<file path="config.mk">
export PLATFORM = sky130hd
export DESIGN_NAME = guess_entry_ctrl_flat
export DESIGN_NICKNAME = d
export VERILOG_FILES = /design/src/rtl/guess_entry_if.sv /design/src/rtl/guess_entry_ctrl.sv /design/src/flat_wrapper.sv
export SDC_FILE = /design/constraint.sdc
export NUM_CORES = 1
export LEC_CHECK = 0
export CAP_MARGIN = 20
export CORE_MARGIN = 2
export CORE_UTILIZATION = 40
export DETAILED_ROUTE_END_ITERATION = 12
export DONT_BUFFER_PORTS = 1
export PLACE_DENSITY = 0.5
export SLEW_MARGIN = 30
export SYNTH_ARGS = -nofsm -noshare
export SYNTH_HDL_FRONTEND = slang
export SYNTH_SLANG_ARGS = --single-unit
</file>
<file path="constraint.sdc">
create_clock -name clk -period 6.4 [get_ports clk]
set_input_delay 0.32 -clock clk [delete_from_list [all_inputs] [get_ports clk]]
set_output_delay 0.32 -clock clk [all_outputs]
set_load 0.01 [all_outputs]
</file>
<file path="src/rtl/guess_entry_if.sv">
// Keypad-to-scorer bundle for the Bulls and Cows guess entry controller.
// The controller drives the master side; the scorer/keypad environment drives the slave side.
interface guess_entry_if #(
    parameter int NUM_DIGITS = 4
) ();
    logic [9:0]              key;
    logic                    del_key;
    logic                    enter_key;
    logic [4*NUM_DIGITS-1:0] guess_out;
    logic [3:0]              digit_count;
    logic                    guess_valid;
    logic                    guess_ready;
    logic                    dup_err;
    logic                    full;
    logic [1:0]              state_dbg;

    // Handshake: guess_valid stays high and guess_out stays stable until a clock edge
    // where guess_valid & guess_ready are both high; that edge is the single transfer.
    // valid never depends combinationally on ready.
    modport master (
        input  key, del_key, enter_key, guess_ready,
        output guess_out, digit_count, guess_valid, dup_err, full, state_dbg
    );

    modport slave (
        output key, del_key, enter_key, guess_ready,
        input  guess_out, digit_count, guess_valid, dup_err, full, state_dbg
    );
endinterface

</file>
<file path="src/rtl/guess_entry_ctrl.sv">
// Debounces keypad presses, assembles a guess of distinct BCD digits and offers it
// to the scorer over a valid/ready handshake.
module guess_entry_ctrl #(
    parameter int NUM_DIGITS      = 4,
    parameter int DEBOUNCE_CYCLES = 16
) (
    input logic         clk,
    input logic         rst,
    guess_entry_if.master bus
);
    localparam int CW = $clog2(DEBOUNCE_CYCLES + 1);

    typedef enum logic [1:0] {
        ST_ENTRY = 2'd0,
        ST_FULL  = 2'd1,
        ST_OFFER = 2'd2
    } state_t;

    // ---------------- key qualification ----------------
    logic [11:0]   keys_vec;
    logic [11:0]   last_vec;
    logic          single;
    logic [CW-1:0] db_cnt;
    logic [CW-1:0] db_cnt_next;
    logic          armed;
    logic          accept;

    assign keys_vec = {bus.enter_key, bus.del_key, bus.key};
    assign single   = $onehot(keys_vec);

    // Count saturates at DEBOUNCE_CYCLES; armed prevents a held key from re-firing.
    always_comb begin
        db_cnt_next = '0;
        if (single) begin
            if (keys_vec == last_vec && db_cnt != '0) begin
                if (db_cnt == CW'(DEBOUNCE_CYCLES)) begin
                    db_cnt_next = db_cnt;
                end else begin
                    db_cnt_next = db_cnt + 1'b1;
                end
            end else begin
                db_cnt_next = CW'(1);
            end
        end
    end

    assign accept = armed && single && (db_cnt_next == CW'(DEBOUNCE_CYCLES));

    always_ff @(posedge clk) begin
        if (rst) begin
            db_cnt   <= '0;
            last_vec <= '0;
            armed    <= 1'b1;
        end else begin
            db_cnt   <= db_cnt_next;
            last_vec <= keys_vec;
            if (accept) begin
                armed <= 1'b0;
            end else if (keys_vec == 12'd0) begin
                armed <= 1'b1;
            end
        end
    end

    // ---------------- accepted key decode ----------------
    logic [3:0] key_digit;
    logic       is_digit;
    logic       is_del;
    logic       is_enter;

    always_comb begin
        key_digit = '0;
        for (int i = 0; i < 10; i++) begin
            if (bus.key[i]) begin
                key_digit = 4'(i);
            end
        end
    end

    assign is_digit = accept && (bus.key != 10'd0);
    assign is_del   = accept && bus.del_key;
    assign is_enter = accept && bus.enter_key;

    // ---------------- guess buffer and FSM ----------------
    // Index 0 is the first-entered digit, which lands in the MS nibble when flattened.
    logic [0:NUM_DIGITS-1][3:0] digits;
    logic [0:NUM_DIGITS-1][3:0] digits_n;
    logic [3:0]                 count;
    logic [3:0]                 count_n;
    logic [3:0]                 count_inc;
    logic [3:0]                 count_dec;
    logic                       dup_q;
    logic                       dup_n;
    logic                       is_dup;
    state_t                     state;
    state_t                     state_n;

    assign count_inc = count + 4'd1;
    assign count_dec = count - 4'd1;

    // Unfilled nibbles are zero, so only positions below count may match (digit 0 is legal).
    always_comb begin
        is_dup = 1'b0;
        for (int i = 0; i < NUM_DIGITS; i++) begin
            if ((4'(i) < count) && (digits[i] == key_digit)) begin
                is_dup = 1'b1;
            end
        end
    end

    always_comb begin
        state_n  = state;
        digits_n = digits;
        count_n  = count;
        dup_n    = 1'b0;
        case (state)
            ST_ENTRY: begin
                if (is_digit) begin
                    if (is_dup) begin
                        dup_n = 1'b1;
                    end else begin
                        for (int i = 0; i < NUM_DIGITS; i++) begin
                            if (4'(i) == count) begin
                                digits_n[i] = key_digit;
                            end
                        end
                        count_n = count_inc;
                        if (count_inc == 4'(NUM_DIGITS)) begin
                            state_n = ST_FULL;
                        end
                    end
                end else if (is_del && count != 4'd0) begin
                    for (int i = 0; i < NUM_DIGITS; i++) begin
                        if (4'(i) == count_dec) begin
                            digits_n[i] = 4'd0;
                        end
                    end
                    count_n = count_dec;
                end
            end
            ST_FULL: begin
                if (is_del) begin
                    digits_n[NUM_DIGITS-1] = 4'd0;
                    count_n                = count_dec;
                    state_n                = ST_ENTRY;
                end else if (is_enter) begin
                    state_n = ST_OFFER;
                end
            end
            ST_OFFER: begin
                if (bus.guess_ready) begin
                    digits_n = '0;
                    count_n  = 4'd0;
                    state_n  = ST_ENTRY;
                end
            end
            default: begin
                state_n = ST_ENTRY;
            end
        endcase
    end

    always_ff @(posedge clk) begin
        if (rst) begin
            state  <= ST_ENTRY;
            digits <= '0;
            count  <= 4'd0;
            dup_q  <= 1'b0;
        end else begin
            state  <= state_n;
            digits <= digits_n;
            count  <= count_n;
            dup_q  <= dup_n;
        end
    end

    assign bus.guess_out   = digits;
    assign bus.digit_count = count;
    assign bus.guess_valid = (state == ST_OFFER);
    assign bus.full        = (state == ST_FULL) || (state == ST_OFFER);
    assign bus.dup_err     = dup_q;
    assign bus.state_dbg   = state;
endmodule
</file>
<file path="src/flat_wrapper.sv">
// flat-port wrapper written by rule: the top's interface ports become plain ports
module guess_entry_ctrl_flat 
#(
    parameter int NUM_DIGITS      = 4,
    parameter int DEBOUNCE_CYCLES = 16
)
  (clk, rst, bus_key, bus_del_key, bus_enter_key, bus_guess_ready, bus_guess_out, bus_digit_count, bus_guess_valid, bus_dup_err, bus_full, bus_state_dbg);
  guess_entry_if #(.NUM_DIGITS(NUM_DIGITS)) bus_i ();
  input logic clk;
  input logic rst;
  input wire logic [$bits(bus_i.key)-1:0] bus_key;
  input wire logic [$bits(bus_i.del_key)-1:0] bus_del_key;
  input wire logic [$bits(bus_i.enter_key)-1:0] bus_enter_key;
  input wire logic [$bits(bus_i.guess_ready)-1:0] bus_guess_ready;
  output wire logic [$bits(bus_i.guess_out)-1:0] bus_guess_out;
  output wire logic [$bits(bus_i.digit_count)-1:0] bus_digit_count;
  output wire logic [$bits(bus_i.guess_valid)-1:0] bus_guess_valid;
  output wire logic [$bits(bus_i.dup_err)-1:0] bus_dup_err;
  output wire logic [$bits(bus_i.full)-1:0] bus_full;
  output wire logic [$bits(bus_i.state_dbg)-1:0] bus_state_dbg;
  assign bus_i.key = bus_key;
  assign bus_i.del_key = bus_del_key;
  assign bus_i.enter_key = bus_enter_key;
  assign bus_i.guess_ready = bus_guess_ready;
  assign bus_guess_out = bus_i.guess_out;
  assign bus_digit_count = bus_i.digit_count;
  assign bus_guess_valid = bus_i.guess_valid;
  assign bus_dup_err = bus_i.dup_err;
  assign bus_full = bus_i.full;
  assign bus_state_dbg = bus_i.state_dbg;
  guess_entry_ctrl #(.NUM_DIGITS(NUM_DIGITS), .DEBOUNCE_CYCLES(DEBOUNCE_CYCLES)) u_core (.clk(clk), .rst(rst), .bus(bus_i));
endmodule
</file>
---- Word level (Yosys, flattened, before mapping) ----
Index checks and enable logic that the tools add are counted.
storage, ports and cells
  register bits after elaboration ......... 41
cells by class
  $add $sub $neg .......................... 14
  order comparisons ....................... 4
  equality and inequality tests ........... 33
  multiplexer cells ....................... 47
  bitwise operators ....................... 2
  reduce and logical (&&, ||, !) cells .... 29
operator list
  operator                                             number
  2-to-1 mux 16 bit                                    4
  2-to-1 mux 4 bit                                     16
  case mux 12 bit (2 select lines)                     1
  case mux 4 bit (3 select lines)                      2
  adder 4 bit                                          5
  != test 3 x 1 -> 1 bit (second input constant)       6
  AND reduction 6 bit                                  3
  equality test 2 x 4 -> 1 bit (first input constant)  4
  equality test 4 bit                                  4
  2-to-1 mux 2 bit                                     8
  2-to-1 mux 5 bit                                     3
  != test 3 bit (second input constant)                5
  adder 1 x 1 -> 2 bit                                 6
  equality test 12 bit                                 1
  logical NOT 12 bit                                   1
  2-to-1 mux 3 bit                                     4
  logical AND 1 bit                                    11
  equality test 5 bit (second input constant)          2
  AND reduction 5 bit                                  2
  nonzero test 10 bit                                  1
  equality test 1 x 4 -> 1 bit (first input constant)  2
  logical NOT 4 bit                                    2
  < comparator 1 x 4 -> 1 bit (first input constant)   2
  < comparator 2 x 4 -> 1 bit (first input constant)   2
  other kinds (20)                                     32

---- Logic depth before layout (Yosys ltp) ----
  depth in word-level cells ............... 18
  depth in mapped cells ................... 19
  mapped depth without buffers ............ 18

---- Worst setup path after synthesis ----
OpenSTA, ideal clock, no wires.
  kind .................................... in2reg
  from .................................... in bus_key[0]
  to ...................................... reg u_core.digits (netlist bit u_core.bus.guess_out[1])
  setup time .............................. 121 ps
  data arrival time ....................... 4774 ps
  setup slack ............................. 1505 ps
  stages on the path ...................... 18
  cell sequence ........................... inv_1 -> ha_1 -> inv_1 -> fa_1 -> fa_1 -> fa_1 -> inv_1 -> ha_1 -> inv_1 -> fa_1 -> xnor2_1 -> nor3b_1 -> mux2i_1 -> nor4_4 -> o21ai_2 -> a211o_4 -> nor3_4 -> mux2_2
on the way
  longest elaborated chain between the ends .. 12
  elaborated cells between the ends (all ways) .. 24
  classes of those cells .................. 4 x add/sub; 8 x eq/ne; 4 x mux; 8 x reduce/logical
ends and longest elaborated chain
  element                                          RTL line                 RTL
  start: declaration                               flat_wrapper.sv:11       input wire logic [$bits(bus_i.key)-1:0] bus_key;
  adder 1 x 1 -> 2 bit (implied by the code)       guess_entry_ctrl.sv:29   assign single = $onehot(keys_vec);
  adder 4 bit (implied by the code) (3 in series)  guess_entry_ctrl.sv:29
  equality test 4 x 1 -> 1 bit                     guess_entry_ctrl.sv:29
  2-to-1 mux 5 bit                                 guess_entry_ctrl.sv:34   if (single) begin
  equality test 5 bit                              guess_entry_ctrl.sv:47   assign accept = armed && single && (db_cnt_next == CW'(DEBOUNCE_CYCLES));
  logical AND 1 bit                                guess_entry_ctrl.sv:47
  logical AND 1 bit                                guess_entry_ctrl.sv:81   assign is_del = accept && bus.del_key;
  logical AND 1 bit                                guess_entry_ctrl.sv:132  end else if (is_del && count != 4'd0) begin
  != test 3 x 1 -> 1 bit (no source line)          n/a
  AND reduction 7 bit (no source line)             n/a
  end signal: assignment                           guess_entry_ctrl.sv:171  digits <= digits_n;
  end: declaration                                 guess_entry_ctrl.sv:86   logic [0:NUM_DIGITS-1][3:0] digits;
Parallel ways exist; a longest one is shown, timed or not.
A chain may end at the register's enable or synchronous reset.

---- Final worst setup path ----
  from .................................... in bus_key[2]
  to ...................................... reg u_core.digits (netlist bit u_core.bus.guess_out[1])
on the way
  longest elaborated chain between the ends .. 16
  elaborated cells between the ends (all ways) .. 46
  classes of those cells .................. 4 x add/sub; 12 x eq/ne; 18 x mux; 12 x reduce/logical
ends and longest elaborated chain
  element
  parallel branches: the longest is 16 deep, another holds adder 4 bit
Parallel ways; which one is timed is not known. The select of a mux whose other input is x is not followed.

==> metrics.yaml <==
outcome:
  status: "finished, final reports clean"
clocking:
  clkSinkCount: 41
  root_buffer: "clkbuf_8"
  cts_hold_buffers: 0
  cts_setup_buffers: 0
  clockBufferDepth: 2
  cts_buffers: 5
  clock_latency_ps: 290
  cts_resized: 0
  htree_num_levels: 2
  cts_tree: "built"
  path_clk_slew_ps: 80
floorplan:
  die_h_um: 94.7
  die_area_um2: 8960
  dieWidth_um: 94.7
  fp.coreArea_um2: 8090
  rows: 33
  io_pins: 40
  start_util_pct: 40.6
synthesis:
  synth_edf_count: 0
  ys_seq_elements: 41
  ys_warn_count: 0
  yosysUniqueCellTypes: 64
  synth_area_um2: 3290
  synth-main-ff-cell: "dfxtp_1"
  avgSynthCellArea_um2: 8.39
  synthCells: 392
  synth_seq_area_share_pct: 25.0
  syn_nets: 444
  postSynth.asyncResetShare_pct: 0
setup_path:
  crit_chain: "inv_1 -> ha_1 -> inv_1 -> fa_1 -> fa_1 -> fa_1 -> inv_1 -> ha_1 -> inv_1 -> fa_1 -> nand2_1 -> nor3b_1 -> mux2i_1 -> nor4_4 -> o21ai_2 -> a211o_4 -> nor3_4 -> mux2_2"
  cpMaxStageDelayCell: "nor4_4"
  rr_startpoint: "u_core.bus.digit_count[0]"
  start_kind: "primary input"
  cp.required_ps: 6590
  r2r-end: "u_core.bus.guess_out[12]"
  cp_top_family: "adder cells"
  reg2reg_depth: 10
  path_buf_inv: 4
  cp_slowest_stage_delay_ps: 580
  crit_arrival_ps: 5050
  critPathKind: "primary input to flip-flop"
  worstSetupEndpointType: "flip-flop"
  reg2reg_slack_ps: 2990
  path_max_fanout: 10
hold_path:
  hold_path_depth: 1
  hold_path_class: "primary input to flip-flop"
  worstHoldStart: "rst"
  whs_endpoint: "u_core.last_vec[11]"
global_routing:
  grt.busiest_layer: "met2"
  grt-ovfl-total: 0
  grt_use_met3_pct: 4.79
  grt_use_met1_pct: 26.9
  grt_max_degree: 29
  grt_use_met2_pct: 31.9
  grt_pass1_vias: 2617
  track_usage_pct: 19.9
  grt_first_pass_wirelength_um: 13800
  antenna_found_initial: 0
route:
  dr.first_iter.drc_count: 93
  ant_nets: 0
  wire_per_inst_um: 17.1
  routed_wl_um: 8380
  viasPerCell: 5.40
  vias: 2647
  drc_errors: 0
  dr.pass1.iters: 4
timing:
  drv_slew: 0
  fin_tns_setup_ps: 0
  rsz0062_at_grt: "no"
  fin_skew_ps: 4.98
  period_minus_slack_ps: 4870
  relSlewSlack_pct: 54.9
  timing.fmax_ghz: 0.205
  setup_viol: 0
  hold_violations: 0
  hold_slack_ps: 78.2
  finalCritPeriodShare_pct: 76.1
  tightest_slew_ps: 677
final_layout:
  postLayoutCoreUtil_pct: 42.8
  diodes: 0
  drive_above_1_share_pct: 5.45
  nets: 436
  fin_cells: 490
  area_delta_synth_final_pct: 5.37
  n_fill_cell: 857
pwr:
  total_power_uw: 636
  power.leakage_nw: 1.40
  power.density_nw_per_um2: 183
  irDropWorstVdd_uv: 77.7
job:
  drv_cap: 0
placed_design:
  place_congestion: 0.816
  io_buffers: 0
  dp.cells: 482
  place_hpwl_um: 6400
-- synth_stat cells, types with 6 or more instances --
master | instances | area share, %
nor2b_1 | 8 | 1.5
nand2b_1 | 6 | 1.1
fa_1 | 7 | 4.3
xnor2_1 | 14 | 3.7
nor2_1 | 35 | 4.0
a21oi_1 | 13 | 2.0
nor3b_1 | 8 | 1.8
inv_1 | 37 | 4.2
xor2_1 | 9 | 2.4
clkbuf_1 | 11 | 1.3
mux2i_1 | 19 | 5.8
nand3_1 | 16 | 2.4
dfxtp_1 | 41 | 25
o21ai_0 | 6 | 0.91
nor3_1 | 8 | 1.2
and2_1 | 8 | 1.5
nand2_1 | 29 | 3.3
ha_1 | 30 | 11
-- metal layers --
| metal | up-vias | wire length [µm] | part of all wire [%] |
|---|---|---|---|
| met4 | 0 | 70 | 0.84 |
| li1 | 1350 | - | - |
| met1 | 1252 | 4180 | 50 |
| met2 | 41 | 3770 | 45 |
| met5 | - | 0 | 0 |
| met3 | 4 | 367 | 4.4 |
-- flip-flops by register name (all words and copies together), names as in the netlist --
| name | count |
|---|---|
| u_core.db_cnt | 5 |
| u_core.bus.dup_err | 1 |
| u_core.armed | 1 |
| u_core.bus.guess_out | 16 |
| u_core.last_vec | 12 |
| u_core.bus.state_dbg | 2 |
| u_core.bus.digit_count | 4 |
-- logic make-up after synthesis --
kind of cell	after synthesis	synth area share (%)
adders and majority gates	37	15.7
DFF	41	25.0
xor gates and xnor gates	23	6.13
muxes	22	6.81
AOI/OAI and AO/OA	68	15.7
buffers and inverters	53	6.51
and+or+nand+nor	148	24.2
-- worst max-delay path by stage --
stage	slack, ps	cells after the start	start	end
global placement	1270	18	bus_key[0]	u_core.bus.guess_out[1]
floorplan	1510	18	bus_key[0]	u_core.bus.guess_out[1]
CTS	1510	18	bus_key[2]	u_core.bus.guess_out[1]
global route	1250	18	bus_key[2]	u_core.bus.guess_out[1]
detailed placement	1180	18	bus_key[2]	u_core.bus.guess_out[1]
finish	1530	18	bus_key[2]	u_core.bus.guess_out[1]
-- power by group --
group	leakage, nW	switching [mW]	total (mW)	internal (mW)
Sequential	0.334	0.00447	0.266	0.261
Combinational	1.01	0.0828	0.147	0.0638
Clock	0.0585	0.0960	0.223	0.127
Total	1.40	0.183	0.636	0.452
-- per-stage QoR --
| stage | area, µm² | setup WS (ps) |
|---|---|---|
| global route | 3460 | 1250 |
| floorplan | 3290 | 1510 |
| CTS | 3460 | 1510 |
| detailed placement | 3350 | 1180 |
| global placement | 3350 | 1270 |
| finish | 3460 | 1530 |
-- layout by cell type (no fill, tap or decap), types with 4 or more instances in the layout --
master,Yosys,layout
inv_1,37,37
nor3_1,8,8
nand3_1,16,16
nor2b_1,8,8
o21ai_0,6,6
nand2b_1,6,6
a211oi_1,5,5
fa_1,7,7
nand2_1,29,29
nor4_1,4,4
and2_1,8,8
nor3b_1,8,8
nor2_1,35,35
mux2i_1,19,19
or3_1,4,4
clkbuf_8,0,6
dfxtp_1,41,41
xor2_1,9,9
and3_1,5,5
xnor2_1,14,14
ha_1,30,30
a21oi_1,13,13
-- final cells by class --
cell class | instances | area [µm²] | share of cell area (%)
clock buffer | 7 | 86.3 | 2.49
clock inverter | 1 | 30.0 | 0.867
inverter | 38 | 143 | 4.12
multi-input combinational | 298 | 2250 | 65.0
sequential | 41 | 821 | 23.7
tap | 105 | 131 | 3.79
Power figures use the tool's default switching activity.
